[src/rtl/pairwise_product_stream.sv]
// Streaming 8x8 unsigned multiplier: each captured sample is multiplied by the
// previous one in the same burst. The product is ready two edges after the capture.
module pairwise_product_stream #(
    parameter int unsigned LAT = 2
) (
    input  logic        clock,
    input  logic        reset_n,
    input  logic [7:0]  in,
    input  logic        start,
    output logic [15:0] out,
    output logic        ready
);

    logic            start_q;
    logic            cap_q;
    logic [7:0]      sample_q, sample_d;
    logic [7:0]      prev_q, prev_d;
    logic [11:0]     pp_lo_q, pp_lo_d;
    logic [11:0]     pp_hi_q, pp_hi_d;
    logic [LAT-1:0]  valid_q, valid_d;
    logic [15:0]     out_q, out_d;

    always_comb begin
        // Edges without a capture zero both samples, so a new burst multiplies by 0.
        sample_d = 8'h00;
        prev_d   = 8'h00;
        if (start_q) begin
            sample_d = in;
            prev_d   = sample_q;
        end

        // Split the multiplier into two 4-bit halves; recombined in the next stage.
        pp_lo_d = {4'h0, sample_q} * {8'h00, prev_q[3:0]};
        pp_hi_d = {4'h0, sample_q} * {8'h00, prev_q[7:4]};

        valid_d = {valid_q[LAT-2:0], cap_q};

        out_d = out_q;
        if (valid_q[0]) begin
            out_d = {4'h0, pp_lo_q} + {pp_hi_q, 4'h0};
        end
    end

    always_ff @(posedge clock or negedge reset_n) begin
        if (!reset_n) begin
            start_q  <= 1'b0;
            cap_q    <= 1'b0;
            sample_q <= 8'h00;
            prev_q   <= 8'h00;
            pp_lo_q  <= 12'h000;
            pp_hi_q  <= 12'h000;
            valid_q  <= '0;
            out_q    <= 16'h0000;
        end else begin
            start_q  <= start;
            cap_q    <= start_q;
            sample_q <= sample_d;
            prev_q   <= prev_d;
            pp_lo_q  <= pp_lo_d;
            pp_hi_q  <= pp_hi_d;
            valid_q  <= valid_d;
            out_q    <= out_d;
        end
    end

    assign out   = out_q;
    assign ready = valid_q[LAT-1];

endmodule

[config.mk]
export PLATFORM = sky130hd
export DESIGN_NAME = pairwise_product_stream
export DESIGN_NICKNAME = d
export VERILOG_FILES = /design/src/rtl/pairwise_product_stream.sv
export SDC_FILE = /design/constraint.sdc
export NUM_CORES = 1
export LEC_CHECK = 0
export CAP_MARGIN = 25
export CORE_AREA = 2 2 86 88
export CTS_CLUSTER_DIAMETER = 50
export DETAILED_ROUTE_END_ITERATION = 8
export DIE_AREA = 0 0 88 90
export HOLD_SLACK_MARGIN = 0.15
export MAX_ROUTING_LAYER = met4
export PLACE_DENSITY = 0.79
export RECOVER_POWER = 100
export SYNTH_ARGS = -nofsm -noshare
export SYNTH_HDL_FRONTEND = slang
export SYNTH_SLANG_ARGS = --single-unit
[constraint.sdc]
create_clock -name clock -period 6 [get_ports clock]
set_clock_uncertainty 0.1 [all_clocks]
set_input_delay 0.6 -clock clock [delete_from_list [all_inputs] [get_ports clock]]
set_output_delay 0.6 -clock clock [all_outputs]
set_load 0.03 [all_outputs]
# Word level (Yosys, flattened, before mapping)
# Cells that the tools add are included.
# classes
addsub,1
muxes,2
multipliers,2
# op_table
cell,count
multiplier 8 x 4 -> 12 bit,2
adder 12 x 16 -> 16 bit,1
2-to-1 mux 8 bit,2
# word_totals
word_cells,13
reg_bits,60

# Logic depth before layout (Yosys ltp)
# Gate-level depths: netlist of run 1.
# depth
word_depth,1
ltp_mapped,11
mapped_depth_nobuf,11

# Worst setup path before layout of run 1
# Ideal clock, no wire load.
# synth_path
path_kind,register to register
startpoint,register prev_q[7]
endpoint,register pp_hi_q[11]
t_arrival_ns,2.851
period_less_slack_ns,3.031
t_required_ns,5.820
stages_incl_launch_ff,12
path_slack_ns,2.969
cell_sequence,dfrtp_1 -> and2_1 -> fa_1 -> inv_1 -> fa_1 -> inv_1 -> ha_1 -> nand3_1 -> o2111ai_1 -> a41o_1 -> a21oi_1 -> xnor2_1
# synth_via
elab_chain_len,1
# synth_lines
element,line_no,text
start: declaration,17,"logic [7:0] prev_q, prev_d;"
start signal: assignment,58,prev_q <= prev_d;
multiplier 8 x 4 -> 12 bit,34,"pp_hi_d = {4'h0, sample_q} * {8'h00, prev_q[7:4]};"
net pp_hi_d[11],19,"logic [11:0] pp_hi_q, pp_hi_d;"
end signal: assignment,60,pp_hi_q <= pp_hi_d;
end: declaration,19,
# The timed path passes the listed nets, and every way through them passes these cells.
# A chain may end at the register's enable or synchronous reset.

# Worst setup path after layout of run 1
# layout_path
startpoint,register sample_q[2]
endpoint,register pp_hi_q[11]
# layout_via
elab_chain_len,1
# layout_lines
element,line_no,text
start: declaration,16,"logic [7:0] sample_q, sample_d;"
start signal: assignment,57,sample_q <= sample_d;
multiplier 8 x 4 -> 12 bit,34,
net pp_hi_d[11],19,
# The timed path passes the listed nets, and every way through them passes these cells.

==> results.json, run 1 <==
{
  "routed_wl_um": 6963,
  "rrSetupSlack_ps": 2640,
  "antenna_found_initial": 0,
  "dieArea_um2": 7920,
  "min_period_ps": 3361,
  "setup_violations": 0,
  "critPathMaxStageDelay_ps": 550,
  "wl_per_cell_um": 13.42,
  "async_reset_ff_frac": 1.000,
  "min_to": "valid_q[0]",
  "nets": 491,
  "drt.antenna.violating_nets": 0,
  "postCtsSetupBuffers": 0,
  "maxSlewViolCount": 61,
  "dp_cells": 503,
  "die_x_um": 88,
  "gp_congestion": 0.8989,
  "syn_area_um2": 4048,
  "yosysTopAreaCell": "dfrtp_1",
  "ys_seq_area_frac": 0.3709,
  "r2r_cells": 11,
  "ys_ff_latch": 60,
  "violations": "max-capacitance violations, max-slew violations",
  "power_frac_comb": 0.132,
  "cts_hold_buf": 0,
  "ir_drop_uv": 145.5,
  "ctsResizeCount": 0,
  "path_max_fanout": 9,
  "crit_path_start_kind": "register",
  "crit_family": "adder cells",
  "setup_tns_ps": 0,
  "final_area_um2": 4601,
  "p_clk_frac": 0.393,
  "slew_headroom": -1.020,
  "grtUsageTotal": 0.2096,
  "intPower_w": 0.0006881,
  "die_h_um": 90,
  "synth.area.top_cells": "dfrtp_1, fa_1, ha_1, and2_1, inv_1",
  "cts_max_path_buffers": 2,
  "grt-ovfl-total": 0,
  "grt_pass1_wl_um": 12750,
  "core_area_um2": 7020,
  "worst_slew_pin_slew_ps": 3030,
  "maxCapViolCount": 1,
  "fp-row-count": 31,
  "min_from": "cap_q",
  "max_freq_mhz": 297.5,
  "cp_slowest_cell": "fa_1",
  "start_util": 0.5765,
  "place_area_um2": 4427,
  "path_buf_inv": 2,
  "hold_slack_ps": 255.5,
  "synth.avg_cell_area_um2": 10.65,
  "vias": 2677,
  "synth_ff_type": "dfrtp_1",
  "utilization": 0.6553,
  "reg2reg_from": "sample_q[2]",
  "route.detailed.drc": 0,
  "grt_max_degree": 61,
  "clk_pin_slew_ps": 70,
  "end_kind": "register",
  "dp_hpwl_um": 5239,
  "cts_max_level": 3,
  "postSynthCellCount": 380,
  "status": "finished, violations left",
  "syn_nets": 456,
  "diodes": 0,
  "crit_type": "register to register",
  "nFillCells": 590,
  "boundaryPins": 28,
  "p_seq_frac": 0.475,
  "hold_path_depth": 0,
  "finalHoldViolCount": 0,
  "power_density_nw_per_um2": 206.3,
  "critical_path_required_ps": 6140,
  "grt_pass1_vias": 2866,
  "cts_root_buf": "clkbuf_8",
  "synth_edf_count": 0,
  "area_growth_pct": 13.66,
  "firstDrtPassIters": 4,
  "dr.first_iter.drc_count": 85,
  "clkLatencyLatePin_ps": 340,
  "synth_top_area_frac": 0.3709,
  "period_share": 0.5601,
  "cts_made_buffers": 9,
  "yosys_warnings": 0,
  "routed_via_density": 5.158,
  "synth.distinct_cells": 42,
  "worstPathCellList": "and2_0 -> fa_1 -> inv_1 -> fa_1 -> inv_1 -> ha_1 -> nand3_1 -> o2111ai_1 -> a41o_1 -> a21oi_1 -> xnor2_1",
  "p_leak_nw": 2.397,
  "rsz0062_at_grt": "no",
  "regToRegEndpoint": "pp_hi_q[11]",
  "drive_gt1_frac": 0.06667,
  "tritoncts": "yes",
  "port_buffers": 27,
  "cts_sinks": 60,
  "stdcell_count": 519,
  "min-delay-path-class": "register to register",
  "critPathArrivalTime_ps": 3500,
  "swShare": 0.2750,
  "switching_power_w": 0.0002610
}
[worst max-delay path by stage]
stage | start | depth (start not counted) | slack (ps) | to
final | sample_q[2] | 11 | 2640 | pp_hi_q[11]
after global routing | reset_n | 2 | 2120 | prev_q[7]
after CTS | sample_q[2] | 11 | 2630 | pp_hi_q[11]
after detailed placement | sample_q[2] | 11 | 2660 | pp_hi_q[11]
after global placement | sample_q[3] | 11 | 2720 | pp_hi_q[11]
after floorplan | prev_q[7] | 11 | 2970 | pp_hi_q[11]
[routing by layer]
layer / share of wire / GRT usage / vias to the layer above
met3: 0.033 / 0.04132 / 10
met2: 0.51 / 0.3466 / 55
met1: 0.45 / 0.2572 / 1280
li1: - / - / 1332
met4: 0.016 / 0.06667 / 0
met5: 0 / - / -
[layout make-up]
type	count	area, um^2	share of cell area
repair buffers	28	269.0	0.05847
clock inverters	6	71.32	0.01550
clock buffers	10	137.6	0.02992
multi-input cells	273	2336	0.5078
well taps	99	123.9	0.02692
flip-flops and latches	60	1501	0.3264
inverters	43	161.4	0.03508
[per-stage QoR]
| stage | worst slack (ps) | power, W |
|---|---|---|
| 6_report | 2639 | 0.0009491 |
| 3_3_place_gp | 2724 | 0.0005865 |
| 4_1_cts | 2628 | 0.0009672 |
| 5_1_grt | 2116 | 0.0009962 |
| 2_1_floorplan | 2969 | 0.0005365 |
| 3_5_place_dp | 2663 | 0.0005910 |
[synthesized netlist by cell type, types with 2 or more instances]
cell	instances
o2111ai_1	3
nand2_1	27
o21ai_2	2
ha_1	40
o21a_1	2
nor3_1	2
o21ai_0	7
xor2_1	6
dfrtp_1	60
mux2_2	9
a21o_1	9
o21ai_1	2
a31oi_1	2
a21oi_1	12
buf_2	2
and2_1	61
clkbuf_1	2
a41o_1	2
nor2_1	13
fa_1	25
inv_1	43
nand3_1	10
nor2b_1	4
o21bai_1	2
or3_1	2
xnor2_1	15
[sequential cells by signal (all words and copies together) (netlist names)]
register / count
pp_hi_q: 12
sample_q: 8
start_q: 1
out: 16
pp_lo_q: 12
cap_q: 1
prev_q: 8
valid_q: 2
[power groups by stage]
stage,Clock [W],Combinational (W),Sequential (W)
6_report,0.000373,0.000125,0.000451
4_1_cts,0.000382,0.000133,0.000451
5_1_grt,0.000401,0.000141,0.000455
3_5_place_dp,0,0.000132,0.000459
2_1_floorplan,0,0.0000634,0.000473
3_3_place_gp,0,0.000129,0.000458
[kinds of logic after synthesis]
| family | count (synthesis) | share of synthesized area |
|---|---|---|
| compound gates | 55 | 0.1036 |
| fa+ha+maj | 65 | 0.2473 |
| buf+inv | 47 | 0.04420 |
| mux | 10 | 0.02751 |
| xor+xnor | 21 | 0.04544 |
| simple gates | 122 | 0.1611 |
| flops | 60 | 0.3709 |
[cell usage in the layout, fill, tap and decap left out, types with 2 or more instances in the layout]
cell type,instances
a211oi_1,2
a21o_1,9
a21oi_1,12
a31oi_1,2
a41o_1,2
and2_0,21
and2_1,40
clkbuf_8,10
clkdlybuf4s50_1,7
clkinv_4,2
clkinvlp_4,2
dfrtp_1,60
dlygate4sd3_1,19
fa_1,25
ha_1,40
inv_1,43
mux2_2,9
nand2_1,27
nand3_1,10
nor2_1,13
nor2b_1,4
nor3_1,2
o2111ai_1,3
o211ai_1,2
o21a_1,2
o21ai_0,10
o21bai_1,2
or3_1,2
xnor2_1,15
xor2_1,6
(Power assumes the default switching activity.)
==> inputs of run 2 (changes only) <==
- CORE_AREA: 2 2 86 88 -> 2 2 90 92
- DIE_AREA: 0 0 88 90 -> 0 0 92 94
- PLACE_DENSITY: 0.79 -> 0.76
- clock period: 6 -> 2.9 ns (I/O delays scaled with it)
==> run 2 against run 1 <==
The flow finishes with violations (negative setup slack); combinational power increased to 2.6 times the previous value; register-to-register slack got worse by 2800 ps; power increased by 120%; first-iteration DRC count increased by 3.5%; die area increased by 9.2%; critical path depth increased by 1; sequential share of layout area decreased by 3.5 points; flip-flop and latch count unchanged; global-route usage increased by 0.89 points; critical path type unchanged.
==> results.json, run 2 (synthesis results as in run 1) <==
{
  "status": "finished, violations left",
  "violations": "negative setup slack",
  "area_growth_pct": 28.35,
  "rsz0062_at_grt": "yes",
  "grtUsageTotal": 0.2186,
  "cts_sinks": 60,
  "critical_path_required_ps": 3050,
  "p_seq_frac": 0.455,
  "layout_setup_ws_ps": -199.8,
  "fp-row-count": 32,
  "dp_hpwl_um": 5881,
  "path_max_fanout": 5,
  "diodes": 0,
  "start_util": 0.5321,
  "maxCapViolCount": 0,
  "crit_type": "register to register",
  "switching_power_w": 0.0005858,
  "total_power_w": 0.002041,
  "routed_via_density": 5.130,
  "slew_headroom": 0.1488,
  "antenna_found_initial": 0,
  "maxSlewViolCount": 0,
  "cts_root_buf": "clkbuf_8",
  "tritoncts": "yes",
  "die_h_um": 94,
  "grt_pass1_vias": 3042,
  "end_kind": "register",
  "port_buffers": 27,
  "wl_per_cell_um": 14.22,
  "clkLatencyLatePin_ps": 350,
  "dieArea_um2": 8648,
  "cts_made_buffers": 9,
  "intPower_w": 0.001455,
  "crit_path_start_kind": "register",
  "grt-ovfl-total": 0,
  "cts_max_level": 3,
  "setup_violations": 10,
  "clk_pin_slew_ps": 80,
  "drt.antenna.violating_nets": 0,
  "swShare": 0.2870,
  "min_period_ps": 3100,
  "nets": 544,
  "worst_slew_pin_slew_ps": 1275,
  "hold_slack_ps": 260.1,
  "layout_commonest_cell": "dfrtp_1",
  "grt_max_degree": 46,
  "final_cell_mix": "dfrtp_1, buf_4, and2_1",
  "route.detailed.drc": 0,
  "gp_congestion": 0.8812,
  "dr.first_iter.drc_count": 88,
  "die_x_um": 92,
  "grt_pass1_wl_um": 14170,
  "power_density_nw_per_um2": 392.9,
  "nFillCells": 556,
  "largest_reg_flops": 16,
  "drive_gt1_frac": 0.2516,
  "period_share": 1.069,
  "power_frac_comb": 0.160,
  "routed_wl_um": 8179,
  "vias": 2950,
  "ir_drop_uv": 307.5,
  "cts_max_path_buffers": 2,
  "p_leak_nw": 2.689,
  "core_area_um2": 7607,
  "firstDrtPassIters": 4,
  "p_clk_frac": 0.384,
  "boundaryPins": 28,
  "max_freq_mhz": 322.6,
  "min-delay-path-class": "register to register",
  "critPathArrivalTime_ps": 3240,
  "finalHoldViolCount": 0
}
## run 2: cell types whose count changed in the layout (fill, tap and decap cells not counted), sizes merged
cell	before	now
buf	1	49
clkbuf	11	13
inv	44	46
clkdlybuf4s50	7	8
clkinvlp	2	1
dlymetal6s2s	0	1
## run 2: worst max-delay path: stages, from the launching register on
cell,delay (ps)
dfrtp_2,410
buf_6,130
and2_1,170
fa_1,500
inv_1,50
fa_1,520
inv_1,60
ha_4,270
nand3_1,70
o2111ai_2,270
a41o_1,240
a21oi_2,70
xnor2_1,120
## run 2: final cells by class
cell class	count	area [um^2]	share of cell area
clock buffers	9	123.9	0.02384
clock inverters	7	83.83	0.01614
inverters	43	161.4	0.03107
multi-input cells	273	2511	0.4834
flip-flops and latches	60	1513	0.2912
well taps	102	127.6	0.02457
repair buffers	81	674.4	0.1298
## run 2: what timing repair did
item | in CTS | in global routing
pin swaps | 17 | 13
endpoints found under the hold margin | 44 | 0
setup buffers | 13 | 3
hold buffers | 1 | 0
resized for setup | 27 | 4
endpoints found under the setup margin | 11 | 11
gates cloned | 0 | 0
## run 2: per-stage QoR
stage          setup TNS [ps]  instances  area, um^2    util  setup WS, ps
2_1_floorplan          -10.84        380        4153       -        -10.84
3_3_place_gp           -933.7        541        4798  0.6308        -185.9
3_5_place_dp            -1528        541        4798  0.6308        -235.1
4_1_cts                -771.1        571        5187  0.6819        -178.9
5_1_grt                 -2538        575        5195  0.6829        -310.4
6_report                -1157        575        5195  0.6829        -199.8
## run 2: worst paths after layout
path,cells after the start,slack [ps],end,from
worst max-delay path,12,-200,pp_lo_q[11],sample_q[2]
worst min-delay path,0,260,valid_q[0],cap_q
worst max register to register,12,-200,pp_lo_q[11],sample_q[2]
worst min register to register,0,260,valid_q[0],cap_q
max in group asynchronous,3,540,pp_hi_q[8],reset_n
min in group asynchronous,2,450,out[6],reset_n
## run 2: power groups by stage
stage	Clock (W)	Combinational, W	Sequential [W]
2_1_floorplan	0	0.000140	0.000979
3_3_place_gp	0	0.000305	0.000946
3_5_place_dp	0	0.000315	0.000948
4_1_cts	0.000809	0.000340	0.000930
5_1_grt	0.000858	0.000360	0.000936
6_report	0.000785	0.000327	0.000929
## run 2: layer usage
| metal | up-vias | share of wire | track usage |
|---|---|---|---|
| met2 | 50 | 0.52 | 0.3732 |
| met3 | 16 | 0.024 | 0.05377 |
| met1 | 1439 | 0.44 | 0.2507 |
| li1 | 1445 | - | - |
| met4 | 0 | 0.023 | 0.08458 |
| met5 | - | 0 | - |
==> variant 1 (settings of run 2) <==
Make the reset (`reset_n`) synchronous in one clocked block.
--- a/src/rtl/pairwise_product_stream.sv
+++ b/src/rtl/pairwise_product_stream.sv
@@ -41,7 +41,7 @@
         end
     end
 
-    always_ff @(posedge clock or negedge reset_n) begin
+    always_ff @(posedge clock) begin
         if (!reset_n) begin
             start_q  <= 1'b0;
             cap_q    <= 1'b0;
Behaviour: not the same (Yosys sat finds a counterexample within 10 cycles, from zero or initial values and one cycle with reset_n low; the reset may be asserted at any time).
==> variant 1 against run 2 <==
  * The run still ends with setup timing left
  * Cell area up 0.63%
  * Area after synthesis shrank 2.2%
  * Via count up 8.8%
  * Sequential cell count unchanged
  * Worst setup slack better by 0.033 ns
  * Routed wire length up 9.3%
  * Critical endpoint is now pp_lo_q[8]$_SDFF_PN0_
  * Largest cell class unchanged
  * Highest routed layer unchanged
Power is not compared: it rests on default switching activity, and its combinational part moved more than twofold at a synthesized area within 25%.
==> variant 1: results (changes against run 2) <==
[run_status]
status = finished with violations
violations = setup timing

[synthesis]
synth_flop_cell = dfxtp_1
synthTopCellsByArea = dfxtp_1, fa_1, ha_1
yosys-top-cells-count = dfxtp_1, and2_1, inv_1, ha_1, nand2_1
async_flop_share_pct = 0  ; -100 points
yosysSeqAreaShare_pct = 30.3  ; -6.8 points
syn_nets = 506  ; +11%

[clock_network]
clk_pin_slew_ns = 0.07
hold_buffers = 0  ; -1
cts_root_buffer = clkbuf_8

[min_path]
min_from = cap_q$_SDFF_PN0_
hold_path_end = valid_q[0]$_SDFF_PN0_
holdPathStages = 1  ; +1

[critical_path]
reg2reg_from = sample_q[2]$_SDFF_PN0_
cp_max_fo = 6  ; +1
rr_worst_depth = 11  ; -1

[global_route]
track_usage_pct = 21.3  ; -0.58 points
grt_pass1_vias = 3219  ; +5.8%
grt_max_degree = 52  ; +13%

[routing]
wl_per_cell_um = 14.8  ; +3.7%
met1Wirelength_um = 3800  ; +6.6%
drt_iter0_markers = 128  ; +45%
wl_met2_um = 4560  ; +8.0%
met3RoutedLength_um = 284  ; +42%
vias_per_cell = 5.30  ; +3.2%

[placed_design]
hpwl_um = 5700  ; -3.2%
portBuffers = 27  ; unchanged
place_congestion = 0.845  ; -4.1%

[sta]
slew_headroom_pct = 38.6  ; +24 points
setup_viol_count_final = 11  ; +1
fin_ws_ns = -0.167  ; +0.0332 ns
hold_ws_ns = 0.356  ; +0.0957 ns

[finish]
antenna_cells = 0  ; unchanged
nets = 576  ; +5.9%
drive_gt1_share_pct = 24.2  ; -0.95 points

variant 1: cell count changes after synthesis, moves of 7 or more:
cell and delta:
clkbuf_1 +7, nand2b_1 +7, nand2_1 +9, nor2b_1 +8, o21ai_0 +10, dfxtp_1 +60
dfrtp_1 -60, mux2i_1 +9, and3_1 +23, mux2_2 -9, xnor2_1 -8, nor2_1 -7
variant 1: kinds of logic after synthesis:
kind of cell,synth area share (%)
mux,2.53
buf+inv,4.93
fa+ha+maj,25.3
compound gates,10.6
xor+xnor,3.10
simple gates,23.2
flops,30.3
variant 1: worst max-delay path, cell delays in order, from the launching register on:
cell      delay, ns
dfxtp_4        0.39
buf_6          0.11
nand2_2        0.05
fa_1           0.49
inv_2          0.04
fa_1           0.54
fa_2           0.42
a211oi_4       0.31
o21bai_1       0.13
a21oi_2        0.17
xnor2_1        0.07
and2_1         0.15
variant 1: area by class of cell:
| cell class | instances | area (um2) |
|---|---|---|
| clock inverter | 5 | 100 |
| inverter | 42 | 158 |
| clock buffer | 10 | 138 |
| timing repair buffer | 69 | 626 |
| sequential | 60 | 1240 |
| tap | 102 | 128 |
| fill | 564 | 2380 |
| multi-input combinational | 318 | 2840 |
variant 1: per-layer routing:
metal  vias up  track usage [%]
li1       1582                -
met1      1526             23.9
met2        76             36.9
met3        26             4.41
met4         0             9.33
met5         -                -
variant 1: where the power goes:
part	leakage, nW	internal (W)	switching (W)	total [W]
combinational	1.87	0.0000357	0.0000277	0.0000634
clock	0.122	0.000586	0.000342	0.000928
sequential	0.493	0.000826	0.0000130	0.000839
total	2.48	0.00145	0.000382	0.00183
variant 1: metrics by stage:
| step | area, um2 | TNS, ns | power, W | std cells | setup WS, ns |
|---|---|---|---|---|---|
| CTS | 5080 | -0.452 | 0.00183 | 604 | -0.149 |
| floorplan | 4030 | -0.0188 | 0.000886 | 430 | -0.0154 |
| global placement | 4640 | -0.998 | 0.000919 | 581 | -0.181 |
| global route | 5230 | -2.12 | 0.00188 | 606 | -0.255 |
| detailed placement | 4640 | -1.34 | 0.000920 | 581 | -0.222 |
| finish | 5230 | -1.03 | 0.00183 | 606 | -0.167 |
variant 1: what timing repair did:
| action | in CTS | in global routing |
|---|---|---|
| pin swaps | 26 | 22 |
| setup buffers | 8 | 2 |
| gates resized for setup | 42 | 34 |
| setup endpoints to repair | 11 | 14 |
==> variant 2 (flow settings as in run 2) <==
Without the edit above. Change the parameter `LAT` from 2 to 4.
--- a/src/rtl/pairwise_product_stream.sv
+++ b/src/rtl/pairwise_product_stream.sv
@@ -1,7 +1,7 @@
 // Streaming 8x8 unsigned multiplier: each captured sample is multiplied by the
 // previous one in the same burst. The product is ready two edges after the capture.
 module pairwise_product_stream #(
-    parameter int unsigned LAT = 2
+    parameter int unsigned LAT = 4
 ) (
     input  logic        clock,
     input  logic        reset_n,
Formal check against the unedited RTL: not equivalent (a bounded check fails within 10 cycles, from zero or initial values and one cycle with reset_n low).
==> variant 2 against run 2 <==
  * The flow still finishes with violations (setup timing)
  * Non-clock buffer count is 12 higher
  * Sequential power increased by 3.0%
  * Global-route usage decreased by 0.40 points
  * First-iteration DRC count is 43% higher
  * Synthesized cell count increased by 0.53%
  * Area after synthesis increased by 1.2%
  * Worst setup slack worse by 0.038 ns
  * Power increased by 3.0%
  * Cell area grew 4.7%
  * Routed wire length up 1.7%
  * Sequential cell count increased by 2
  * Maximum frequency down 1.2%
  * Largest cell class unchanged
==> variant 2: results (changes against run 2) <==
[finish]
multi_input_area_share_pct = 48.0  ; -0.34 points
fillCellCount = 520  ; -6.5%
nClkBuffers = 10  ; +1
layout-area-overhead-vs-synth_pct = 32.8
drive_gt1_share_pct = 32.0  ; +6.9 points
nNonClkBuffers = 93  ; +15%
buf_share_pct = 14.2  ; +1.2 points
nets = 558  ; +2.6%

[run_status]
violations = setup timing
status = finished with violations

[clock_network]
cts_root_buffer = clkbuf_8
ctsResizeCount = 41  ; +52%
clk_latency_ns = 0.35  ; about the same
cts_setup_buffers = 22  ; +9

[synthesis]
synthAdderAreaFrac_pct = 24.4  ; -0.30 points
yosys-top-cells-count = dfrtp_1, and2_1, inv_1, ha_1, nand2_1
async_flop_share_pct = 100  ; unchanged
synthTopCellsByArea = dfrtp_1, fa_1, ha_1
synthMuxAreaShare_pct = 2.72  ; -0.034 points
ys_ff_latch = 62  ; +3.3%
syn_inst = 382  ; +0.53%
yosysSeqAreaShare_pct = 37.9  ; +0.77 points
synthXorXnorAreaFrac_pct = 4.49  ; -0.055 points
synth_compound_area_share_pct = 10.2  ; -0.13 points
syn_nets = 458  ; +0.44%

[routing]
wl_per_cell_um = 14.1  ; -0.71%
wl_um = 8320  ; +1.7%
drt_iter0_markers = 126  ; +43%

[power_and_ir_drop]
pwr-share-clk_pct = 37.6  ; -0.8 points
power.internal_w = 0.00152  ; +4.2%
powerClk_w = 0.000790  ; +0.6%
leakage_nw = 2.76  ; +2.8%
ir_worst_vdd_v = 0.000301  ; -2.2%
pg_seq_w = 0.000957  ; +3.0%

[sta]
fin_ws_ns = -0.238  ; -0.0385 ns
finalSetupTns_ns = -1.47  ; -0.318 ns
slew_headroom_pct = 57.2  ; +42 points
setup_viol_count_final = 11  ; +1

[placed_design]
dp_cells = 542  ; +0.18%
dpl_cell_area_mm2 = 0.00484  ; +0.89%
dp_slack_ns = -0.256  ; -0.0204 ns
hpwl_um = 5660  ; -3.8%
place_congestion = 0.910  ; +3.3%

[global_route]
grt_pass1_wl_um = 14000  ; -1.1%
grt_max_degree = 34  ; -26%
grt_pass1_vias = 3098  ; +1.8%
track_usage_pct = 21.5  ; -0.40 points

[critical_path]
cp-start-kind = flip-flop
arrival_ns = 3.31  ; +0.07 ns
rr_worst_depth = 11  ; -1
r2r_end = pp_hi_q[10]$_DFF_PN0_
cp_max_fo = 3  ; -2
reg2reg_from = sample_q[1]$_DFF_PN0_
cpPeakStageDelay_ns = 0.55  ; +0.03 ns

-- variant 2: cell count changes in the layout (fill, tap and decap cells not counted), sizes merged, moves of 2 or more --
cell / delta
clkdlybuf4s50: +17
dlygate4sd3: -17
buf: +16
clkbuf: -2
dfrtp: +2
inv: -2
-- variant 2: worst min path at each step --
stage	end	slack, ns
3_3_place_gp	valid_q[3]$_DFF_PN0_	0.23
2_1_floorplan	cap_q$_DFF_PN0_	-0.11
3_5_place_dp	valid_q[0]$_DFF_PN0_	0.24
4_1_cts	valid_q[2]$_DFF_PN0_	0.25
6_report	valid_q[0]$_DFF_PN0_	0.25
5_1_grt	valid_q[0]$_DFF_PN0_	0.26
-- variant 2: per-layer routing --
metal,share of wire (%),GRT usage (%)
met1,44,25.8
met3,2.8,4.49
met5,0,-
met2,51,36.3
met4,2.0,7.59
